==> src/rtl/nonce_scheduler_if.sv <==
// Bundle of the scheduler's handshake, core-dispatch and memory-write signals.
// "master" is the scheduler side; "slave" is the environment driving start,
// the engine results and receiving the memory writes.
interface nonce_scheduler_if #(
    parameter int NUM_CORES = 4
);
    logic                      start;
    logic [15:0]               output_addr;
    logic                      done;
    logic [NUM_CORES-1:0]      core_start;
    logic [31:0]               core_nonce;
    logic [NUM_CORES-1:0]      core_done;
    logic [32*NUM_CORES-1:0]   core_h0;
    logic                      mem_we;
    logic [15:0]               mem_addr;
    logic [31:0]               mem_write_data;

    modport master (
        input  start, output_addr, core_done, core_h0,
        output done, core_start, core_nonce, mem_we, mem_addr, mem_write_data
    );

    modport slave (
        output start, output_addr, core_done, core_h0,
        input  done, core_start, core_nonce, mem_we, mem_addr, mem_write_data
    );
endinterface

==> src/rtl/nonce_scheduler.sv <==
// Nonce scheduler: hands nonces 0..NUM_OF_NONCES-1 to the lowest idle hash
// engine, captures each engine's h0 result, and writes it to memory at
// base + nonce. One dispatch and one write at most per cycle; the batch ends
// on the edge that issues the last write.
module nonce_scheduler #(
    parameter int NUM_CORES     = 4,
    parameter int NUM_OF_NONCES = 16
) (
    input  logic             clk,
    input  logic             reset,
    nonce_scheduler_if.master bus
);
    localparam int CW = $clog2(NUM_OF_NONCES + 1);
    localparam int IW = (NUM_CORES > 1) ? $clog2(NUM_CORES) : 1;
    localparam logic [CW-1:0] BATCH_LEN = CW'(NUM_OF_NONCES);

    typedef enum logic {IDLE, RUN} state_t;

    state_t               state;
    logic [15:0]          base;
    logic [CW-1:0]        next_nonce;
    logic [CW-1:0]        written;
    logic [NUM_CORES-1:0] busy;
    logic [NUM_CORES-1:0] pend;
    logic [31:0]          res [NUM_CORES];
    logic [CW-1:0]        tag [NUM_CORES];

    logic [NUM_CORES-1:0] idle;
    logic                 disp_ok;
    logic [IW-1:0]        disp_idx;
    logic                 wr_ok;
    logic [IW-1:0]        wr_idx;

    // Priority pick of the lowest idle core (dispatch) and lowest pending core (write).
    always_comb begin
        idle     = ~busy & ~pend;
        disp_ok  = 1'b0;
        disp_idx = '0;
        wr_ok    = 1'b0;
        wr_idx   = '0;
        for (int k = NUM_CORES - 1; k >= 0; k--) begin
            if (idle[k]) begin
                disp_ok  = 1'b1;
                disp_idx = IW'(k);
            end
            if (pend[k]) begin
                wr_ok  = 1'b1;
                wr_idx = IW'(k);
            end
        end
    end

    // Two-state controller with dispatch, capture and write running in parallel in RUN.
    always_ff @(posedge clk or posedge reset) begin
        if (reset) begin
            state              <= IDLE;
            base               <= '0;
            next_nonce         <= '0;
            written            <= '0;
            busy               <= '0;
            pend               <= '0;
            for (int k = 0; k < NUM_CORES; k++) begin
                res[k] <= '0;
                tag[k] <= '0;
            end
            bus.done           <= 1'b1;
            bus.core_start     <= '0;
            bus.core_nonce     <= '0;
            bus.mem_we         <= 1'b0;
            bus.mem_addr       <= '0;
            bus.mem_write_data <= '0;
        end else begin
            case (state)
                IDLE: begin
                    bus.core_start <= '0;
                    bus.mem_we     <= 1'b0;
                    bus.done       <= 1'b1;
                    if (bus.start) begin
                        base       <= bus.output_addr;
                        next_nonce <= '0;
                        written    <= '0;
                        busy       <= '0;
                        pend       <= '0;
                        bus.done   <= 1'b0;
                        state      <= RUN;
                    end
                end

                RUN: begin
                    bus.core_start <= '0;
                    bus.mem_we     <= 1'b0;

                    // A dispatched core is idle, so it can never be capturing this edge.
                    if (disp_ok && (next_nonce < BATCH_LEN)) begin
                        bus.core_start[disp_idx] <= 1'b1;
                        bus.core_nonce           <= 32'(next_nonce);
                        busy[disp_idx]           <= 1'b1;
                        tag[disp_idx]            <= next_nonce;
                        next_nonce               <= next_nonce + 1'b1;
                    end

                    // Results from cores that were not dispatched are dropped.
                    for (int k = 0; k < NUM_CORES; k++) begin
                        if (bus.core_done[k] && busy[k]) begin
                            res[k]  <= bus.core_h0[32*k +: 32];
                            pend[k] <= 1'b1;
                            busy[k] <= 1'b0;
                        end
                    end

                    // Address arithmetic is 16-bit and wraps.
                    if (wr_ok) begin
                        bus.mem_we         <= 1'b1;
                        bus.mem_addr       <= base + 16'(tag[wr_idx]);
                        bus.mem_write_data <= res[wr_idx];
                        pend[wr_idx]       <= 1'b0;
                        written            <= written + 1'b1;
                        if ((written + 1'b1) == BATCH_LEN) begin
                            state <= IDLE;
                        end
                    end
                end

                default: state <= IDLE;
            endcase
        end
    end
endmodule

==> src/flat_wrapper.sv <==
// flat-port wrapper written by rule: the top's interface ports become plain ports
module nonce_scheduler_flat 
#(
    parameter int NUM_CORES     = 4,
    parameter int NUM_OF_NONCES = 16
)
  (clk, reset, bus_start, bus_output_addr, bus_core_done, bus_core_h0, bus_done, bus_core_start, bus_core_nonce, bus_mem_we, bus_mem_addr, bus_mem_write_data);
  nonce_scheduler_if #(.NUM_CORES(NUM_CORES)) bus_i ();
  input  logic clk;
  input  logic reset;
  input wire logic [$bits(bus_i.start)-1:0] bus_start;
  input wire logic [$bits(bus_i.output_addr)-1:0] bus_output_addr;
  input wire logic [$bits(bus_i.core_done)-1:0] bus_core_done;
  input wire logic [$bits(bus_i.core_h0)-1:0] bus_core_h0;
  output wire logic [$bits(bus_i.done)-1:0] bus_done;
  output wire logic [$bits(bus_i.core_start)-1:0] bus_core_start;
  output wire logic [$bits(bus_i.core_nonce)-1:0] bus_core_nonce;
  output wire logic [$bits(bus_i.mem_we)-1:0] bus_mem_we;
  output wire logic [$bits(bus_i.mem_addr)-1:0] bus_mem_addr;
  output wire logic [$bits(bus_i.mem_write_data)-1:0] bus_mem_write_data;
  assign bus_i.start = bus_start;
  assign bus_i.output_addr = bus_output_addr;
  assign bus_i.core_done = bus_core_done;
  assign bus_i.core_h0 = bus_core_h0;
  assign bus_done = bus_i.done;
  assign bus_core_start = bus_i.core_start;
  assign bus_core_nonce = bus_i.core_nonce;
  assign bus_mem_we = bus_i.mem_we;
  assign bus_mem_addr = bus_i.mem_addr;
  assign bus_mem_write_data = bus_i.mem_write_data;
  nonce_scheduler #(.NUM_CORES(NUM_CORES), .NUM_OF_NONCES(NUM_OF_NONCES)) u_core (.clk(clk), .reset(reset), .bus(bus_i));
endmodule
==> config.mk <==
export PLATFORM = sky130hd
export DESIGN_NAME = nonce_scheduler_flat
export DESIGN_NICKNAME = d
export VERILOG_FILES = /design/src/rtl/nonce_scheduler_if.sv /design/src/rtl/nonce_scheduler.sv /design/src/flat_wrapper.sv
export SDC_FILE = /design/constraint.sdc
export NUM_CORES = 1
export LEC_CHECK = 0
export ABC_AREA = 0
export BUFFER_PORTS_ARGS = -buffer_cell sky130_fd_sc_hd__buf_2
export CORE_MARGIN = 3
export CORE_UTILIZATION = 23
export DETAILED_ROUTE_END_ITERATION = 10
export SYNTH_ARGS = -nofsm -noshare
export SYNTH_HDL_FRONTEND = slang
export SYNTH_SLANG_ARGS = --single-unit
==> constraint.sdc <==
create_clock -name clk -period 17.95 [get_ports clk]
set_clock_uncertainty 0.1 [all_clocks]
set_input_delay 0 -clock clk [delete_from_list [all_inputs] [get_ports clk]]
set_output_delay 0 -clock clk [all_outputs]
set_load 0.01 [all_outputs]
Word-level counts from Yosys, hierarchy flattened

Cells that the tools add are included.

Register bits: 242
Input port bits: 151
Word-level logic and storage cells: 132

$add $sub $neg: 3
Magnitude comparators: 8
Equal/unequal tests: 8
Muxes and demuxes: 60
Bitwise logic cells: 9
Reductions and logical operators: 21

Operators by type and width:

| cell                                               | count |
|---|---|
| binary-select mux 32 bit (select 2 bit)            | 1 |
| two-way mux 32 bit                                 | 2 |
| two-way mux 5 bit                                  | 6 |
| two-way mux 1 bit                                  | 27 |
| AND reduction 2 bit                                | 13 |
| case mux 4 bit (2 select lines)                    | 3 |
| bitwise mux 20 bit                                 | 1 |
| case mux 5 bit (2 select lines)                    | 2 |
| adder 16 x 5 -> 16 bit                             | 1 |
| two-way mux 2 bit                                  | 8 |
| two-way mux 4 bit                                  | 4 |
| != test 3 bit, second input constant               | 4 |
| inverter 4 bit                                     | 3 |
| adder 5 x 1 -> 5 bit, second input constant        | 2 |
| binary-select mux 5 bit (select 2 bit)             | 1 |
| demux 5 bit (select 2 bit)                         | 1 |
| bitwise AND 4 bit                                  | 2 |
| logical AND 1 bit                                  | 8 |
| >= comparator 3 bit, second input constant         | 2 |
| < comparator 2 x 3 -> 1 bit, second input constant | 2 |
| != test 2 bit, second input constant               | 3 |
| inverter 2 -> 3 bit                                | 2 |
| == test 5 bit, second input constant               | 1 |
| < comparator 5 bit, second input constant          | 1 |
| 6 further kinds                                    | 9 |

Logic depth before layout (Yosys ltp)

Gate-level depths: netlist of run 1.

Depth after elaboration: 14
Gate-level depth with buffers: 12

Worst setup path before layout of run 1

Ideal clock, no wire load.

Path type: register -> register
From: register u_core.pend[0]
To: register u_core.bus.mem_addr[10]
Setup time: 0.087 ns
Data arrival time: 2.540 ns
Data required time: 17.763 ns
Path slack: 15.224 ns
Stages on the path, launching flop included: 12
Buffers on the path: 1
Period minus slack after synthesis: 2.726 ns
Cell sequence: dfrtp_1 -> buf_2 -> nand2b_1 -> o22ai_1 -> nor3_1 -> ha_1 -> inv_1 -> fa_1 -> nor2b_1 -> o31ai_1 -> a2111o_1 -> o211ai_1

Cells in the longest elaborated chain, start to end: 6

RTL lines:

| item                                                 | RTL line                 | source |
|---|---|---|
| start, declared                                      | nonce_scheduler.sv:24    | `logic [NUM_CORES-1:0] pend;` |
| start signal, assigned                               | nonce_scheduler.sv:61    | `pend <= '0;` |
| start signal, assigned                               | nonce_scheduler.sv:83    | `pend <= '0;` |
| start signal, assigned by index                      | nonce_scheduler.sv:106   | `pend[k] <= 1'b1;` |
| two-way mux 2 bit                                    | nonce_scheduler.sv:46    | `if (pend[k]) begin` |
| inverter 2 -> 3 bit (not written as such)            | nonce_scheduler.sv:114   | `bus.mem_addr <= base + 16'(tag[wr_idx]);` |
| binary-select mux 5 bit (select 2 bit)               | nonce_scheduler.sv:114   |  |
| two-way mux 5 bit (not written as such) (2 in a row) | nonce_scheduler.sv:114   |  |
| adder 16 x 5 -> 16 bit                               | nonce_scheduler.sv:114   |  |
| end signal, assigned                                 | nonce_scheduler.sv:114   |  |
| end, declared                                        | nonce_scheduler_if.sv:20 | `output done, core_start, core_nonce, mem_we, mem_addr, mem_write_data` |

Parallel ways exist; a longest one is shown, timed or not. The select of a mux whose other input is x is not followed.
A chain may end at the register's enable or synchronous reset.

Worst setup path after layout of run 1

From: register u_core.pend[0]
To: register u_core.bus.mem_addr[8]

The elaborated chain is that of the path after synthesis.

==> results of run 1 <==
-- worst min-delay path, stage by stage --
cell and delay, ps:
dlygate4sd3_1 510, buf_2 90, mux2_2 130
-- logic make-up after synthesis --
| family | share of synthesized area [%] |
|---|---|
| and+or+nand+nor | 9.89 |
| muxes | 16.0 |
| buffers and inverters | 4.37 |
| adders and majority gates | 1.14 |
| AOI/OAI and AO/OA | 10.6 |
| DFF | 57.6 |
| other | 0.0357 |
| xor gates and xnor gates | 0.417 |
-- report_power, final --
part | switching [uW] | total [uW] | internal, uW
Combinational | 561 | 1040 | 475
Sequential | 192 | 1020 | 824
Clock | 238 | 592 | 354
Total | 990 | 2640 | 1650
-- final cells by class --
cell class | count | area (um2) | area share (%)
multi-input combinational | 567 | 4130 | 27.9
timing repair buffer | 392 | 2850 | 19.2
tap | 592 | 741 | 5.01
antenna | 1 | 2.50 | 0.0169
inverter | 9 | 41.3 | 0.279
sequential | 242 | 6060 | 41.0
clock inverter | 12 | 133 | 0.897
clock buffer | 40 | 837 | 5.66
-- cell usage in the layout, fill, tap and decap left out, types with 4 or more instances in the layout --
| cell type | count |
|---|---|
| a31oi_1 | 36 |
| buf_2 | 209 |
| clkbuf_1 | 4 |
| a222oi_1 | 32 |
| xor2_1 | 5 |
| o211ai_1 | 8 |
| o21ai_0 | 19 |
| o31ai_1 | 4 |
| conb_1 | 27 |
| o22ai_1 | 6 |
| dlygate4sd3_1 | 170 |
| nand2b_1 | 5 |
| ha_1 | 8 |
| nor3_1 | 8 |
| mux2_2 | 148 |
| or4_1 | 4 |
| a21o_1 | 6 |
| nand3_2 | 4 |
| nand2_1 | 111 |
| inv_1 | 6 |
| nor2_1 | 61 |
| dfrtp_1 | 241 |
| nor2b_1 | 6 |
| nand3_1 | 15 |
| clkbuf_16 | 29 |
| buf_4 | 13 |
| a21oi_1 | 8 |
| clkbuf_8 | 7 |
| clkinv_2 | 6 |
-- per-layer routing --
layer	vias up	GRT usage [%]
met4	0	3.48
li1	3834	-
met1	4075	15.5
met5	-	0
met2	290	22.3
met3	41	3.45
-- what timing repair did --
action,in CTS,in global routing
hold buffers,170,0
hold endpoints to repair,248,0
setup buffers,0,0
-- per-stage QoR --
step	cells	utilization, %	total power (uW)	hold slack, ps	setup WS, ps
floorplan	897	-	1700	5.44	11210
global placement	1632	27.1	2000	38.4	14810
detailed placement	1632	27.1	2030	43.2	14650
CTS	1854	33.1	2680	58.2	14640
global route	1854	33.1	2840	77.9	14430
finish	1855	33.1	2640	93.1	14650
-- sequential cells by signal, indices dropped and copies added (netlist names) --
name,flops
u_core.written,5
u_core.bus.core_start,4
u_core.state,1
u_core.busy,4
u_core.bus.mem_we,1
u_core.bus.core_nonce,5
u_core.pend,4
u_core.bus.mem_addr,16
u_core.bus.done,1
u_core.tag,20
u_core.next_nonce,5
u_core.bus.mem_write_data,32
u_core.base,16
u_core.res,128
-- path summary, 6_finish.rpt --
kind / to / slack, ps
max: u_core.bus.mem_addr[8] / 14650
min reg2reg: u_core.bus.mem_addr[2] / 380
min in group asynchronous: u_core.res[65] / 580
max reg2reg: u_core.bus.mem_addr[8] / 14650
max in group asynchronous: u_core.bus.mem_write_data[24] / 15690
min: u_core.res[10] / 90
==> metrics.yaml, run 1 <==
seq_area_frac_synth_pct: 57.6
drt_iter0_markers: 515
yosys.area.top_type: "dfrtp_1"
cp.required_ps: 18320
synthTopCellsByCount: "dfrtp_1, mux2_2, nand2_1"
row_count: 77
cp_num_buf_inv: 1
grt_usage_pct: 12.8
fin_tns_setup_ps: 0
first_global_vias: 8633
wire_per_inst_um: 16.9
worst-path-stages: 11
r2r_cells: 11
ir_worst_vdd_v: 0.0000977
drt-vias-per-instance: 4.44
syn_avg_cell_area_um2: 12.1
clock_sinks: 242
start_util_pct: 23.5
cp_cell_sequence: "nor2_1 > nand3_1 > o22ai_1 > nor3_1 > ha_1 > inv_1 > fa_1 > nor2b_1 > o31ai_1 > a2111o_1 > o211ai_1"
area_growth_pct: 40.7
routed_wl_um: 31400
synth_area_um2: 10500
synth_warnings: 0
place_congestion: 0.780
clock.fmax_ghz: 0.303
crit_path_start_kind: "flop"
fin_area_um2: 14800
setup_violations: 0
drive_gt1_share_pct: 35.0
yosysTopAreaCellShare_pct: 57.4
hold_violations: 0
fin_crit_sh_pct: 18.4
post_cts_resized: 0
hp-start: "bus_core_h0[106]"
r2r_start: "u_core.pend[0]"
core-area_um2: 44700
crit_family: "compound AO/OA/AOI/OAI gates"
maxSlewHeadroom_pct: 34.8
synth-edff-count: 0
grt_overflow: 0
grt_pass1_wl_um: 48600
root_buffer: "clkbuf_16"
fillers: 4452
io_buffer_count: 209
vias: 8240
worstHoldPathCells: 3
ys_ff_latch: 242
crit_fanout: 14
numCtsBuffers: 29
grt_max_degree: 93
max_stage_delay_ps: 700
ant_nets: 0
critPathLaunch: "u_core.pend[0]"
cpMaxStageDelayCell: "dfrtp_1"
die_h_um: 220
drc: 0
end_kind: "flop"
clockBufferDepth: 3
powerDensity_nw_per_um2: 179
synthArstFlopShare_pct: 100
hold_path_class: "input port to flop"
rsz0062_at_grt: "no"
dp_hpwl_um: 20000
syn_inst: 871
wl_met1_um: 12900
critPathArrivalTime_ps: 3670
synth-main-ff-cell: "dfrtp_1"
dr.pass1.iters: 8
crit_type: "flop to flop"
cts.clk_slew.worst_paths_ps: 60
min_period_ps: 3300
die_width_um: 220
maxSlewViolCount: 0
clkLatencyLatePin_ps: 570
dr_wl_met3_um: 2460
die_area_um2: 48300
yosysUniqueCellTypes: 60
cap_violations: 0
cts_tree: "yes"
yosysMostFrequentCell: "dfrtp_1"
io_pins: 237
met2_length_um: 15400
top_layer: "met4"
status: "completed"
worst_pin_slew_ps: 978
leakage_uw: 0.00661
htree_levels: 1
antenna_found_initial: 0
fin_nets: 1401
synth.top_cells.by_area: "dfrtp_1, mux2_2, nand2_1"
placed_area_um2: 12100
No activity file was read; power rests on OpenSTA's default activity.
==> run 2, diff against run 1 <==
- clock period: 17.95 -> 3 ns (I/O delays scaled with it)
==> metrics.yaml, run 2 (synthesized netlist as in run 1, its figures left out) <==
die_width_um: 220  # unchanged
cp.required_ps: 3360  # -14960 ps
maxSlewHeadroom_pct: 43.3  # +8.5 points
layout_common_cells: "dfrtp_1, buf_2, dlygate4sd3_1"
internal-power_uw: 10300  # +520%
die_area_um2: 48300  # unchanged
setup_violations: 0  # unchanged
fin_crit_sh_pct: 93.6  # +75 points
fin_nets: 1434  # +2.4%
ant_nets: 0  # unchanged
htree_levels: 1  # unchanged
whs_ps: 96.8  # +3.71 ps
end_kind: "flop"
layout_commonest_cell: "dfrtp_1"
io_pins: 237  # unchanged
drc: 0  # unchanged
reg2reg_slack_ps: 190  # -14460 ps
fin_area_um2: 15200  # +2.6%
vias: 8447  # +2.5%
placed_area_um2: 12300  # +1.7%
clockBufferDepth: 3  # unchanged
first_global_vias: 8906  # +3.2%
crit_type: "flop to flop"
clkLatencyLatePin_ps: 560  # about the same
row_count: 77  # unchanged
clock_sinks: 242  # unchanged
instances_no_fill: 1888  # +1.8%
start_util_pct: 23.5  # unchanged
place_ws_ps: 48.0  # -14600 ps
numCtsBuffers: 28  # -3.4%
r2r_start: "u_core.pend[0]"
grt_max_degree: 107  # +15%
hp-start: "bus_core_h0[12]"
crit_fanout: 9  # -5
cts_tree: "yes"
antenna_found_initial: 1  # +1
grt_pass1_wl_um: 50600  # +4.1%
drt_iter0_markers: 576  # +12%
cts.clk_slew.worst_paths_ps: 60  # about the same
largest_reg_flops: 128  # unchanged
pwr-share-seq_pct: 36.9  # -1.5 points
ir_worst_vdd_v: 0.000548  # +460%
place_congestion: 0.776  # -0.56%
wire_per_inst_um: 17.4  # +2.7%
combPwrFrac_pct: 41.5  # +2.3 points
dp_hpwl_um: 21200  # +6.0%
post-cts-setup-buffers: 0  # unchanged
critPathArrivalTime_ps: 3170  # -500 ps
grt_usage_pct: 13.3  # +0.55 points
dr.pass1.iters: 5  # -3
switching_share_pct: 37.0  # -0.44 points
min_period_ps: 2810  # -492 ps
hold_violations: 0  # unchanged
worst_slack_ps: 191  # -14460 ps
die_h_um: 220  # unchanged
reg.largest.list: "u_core.res (128), u_core.bus.mem_write_data (32), u_core.tag (20)"
cap_violations: 0  # unchanged
status: "completed"
switchingPower_uw: 6060  # +510%
hold_path_class: "input port to flop"
grt_overflow: 0  # unchanged
clockPowerShare_pct: 21.6  # -0.8 points
crit_path_start_kind: "flop"
area_growth_pct: 44.3
powerDensity_nw_per_um2: 1080  # +500%
io_buffer_count: 209  # unchanged
root_buffer: "clkbuf_16"
core-area_um2: 44700  # unchanged
post-place-cells: 1649  # +1.0%
leakage_uw: 0.00679  # +2.7%
min_to: "u_core.res[108]"
routed_wl_um: 32800  # +4.5%
worst_pin_slew_ps: 850  # -128 ps
r2r_cells: 9  # -2
largest-register: "u_core.res"
drt-vias-per-instance: 4.47  # +0.72%
worstHoldPathCells: 3  # unchanged
maxSlewViolCount: 0  # unchanged
clock.fmax_ghz: 0.356  # +18%
drive_gt1_share_pct: 35.7  # +0.68 points
r2r_end: "u_core.bus.mem_addr[7]"
-- run 2: cell count changes in the layout (fill, tap and decap cells not counted), moves of 2 or more --
cell	change
buf_4	+11
dlygate4sd3_1	+17
buf_12	+6
clkinv_2	-2
-- run 2: layout make-up --
type                            count  area, um2
Inverter                            9       38.8
Antenna cell                        2       5.00
Timing Repair Buffer              426       3220
Clock buffer                       40        816
Multi-Input combinational cell    567       4150
Sequential cell                   242       6060
Tap cell                          592        741
Fill cell                        4416      29500
Clock inverter                     10        145
-- run 2: power groups by stage --
stage          sequential, uW  clock, uW  combinational [uW]
6_report                 6040       3540                6790
5_1_grt                  6240       3790                7540
4_1_cts                  6020       3660                6800
3_5_place_dp             6060          0                6390
3_3_place_gp             5980          0                6220
2_1_floorplan            5880          0                4290
-- run 2: per-stage QoR --
step	TNS (ps)	total power, uW	utilization, %
finish	0	16400	33.9
global placement	0	12200	27.5
CTS	0	16500	33.9
floorplan	-66270	10200	-
global route	-19.6	17600	33.9
detailed placement	0	12400	27.5
-- run 2: worst max-delay path by stage --
stage,start,to,slack [ps]
floorplan,reset,u_core.base[0],-270
global placement,u_core.pend[0],u_core.bus.mem_addr[8],200
detailed placement,u_core.pend[0],u_core.bus.mem_addr[10],50
CTS,u_core.pend[0],u_core.bus.mem_addr[10],30
global route,u_core.pend[0],u_core.bus.mem_addr[7],-20
finish,u_core.pend[0],u_core.bus.mem_addr[7],190
-- run 2: per-layer routing --
metal	track usage [%]	vias up	part of all wire, %	wire length, um
li1	-	3913	-	-
met1	16.2	4154	41	13300
met2	23.1	305	50	16300
met3	3.36	75	6.7	2210
met4	4.12	0	3.0	979
met5	0	-	0	0
-- run 2: worst max-delay path: stages (launching register included) --
cell	delay, ps
dfrtp_1	440
nor2_1	270
nand3_2	190
o22a_1	230
o221a_2	130
ha_1	290
a211oi_1	100
o21a_2	280
or4_1	500
a31oi_1	190
-- run 2: repair_timing --
action / in CTS / in global routing
gates resized for setup: 0 / 6
hold buffers: 187 / 0
endpoints found under the hold margin: 396 / 0
endpoints found under the setup margin: 0 / 11
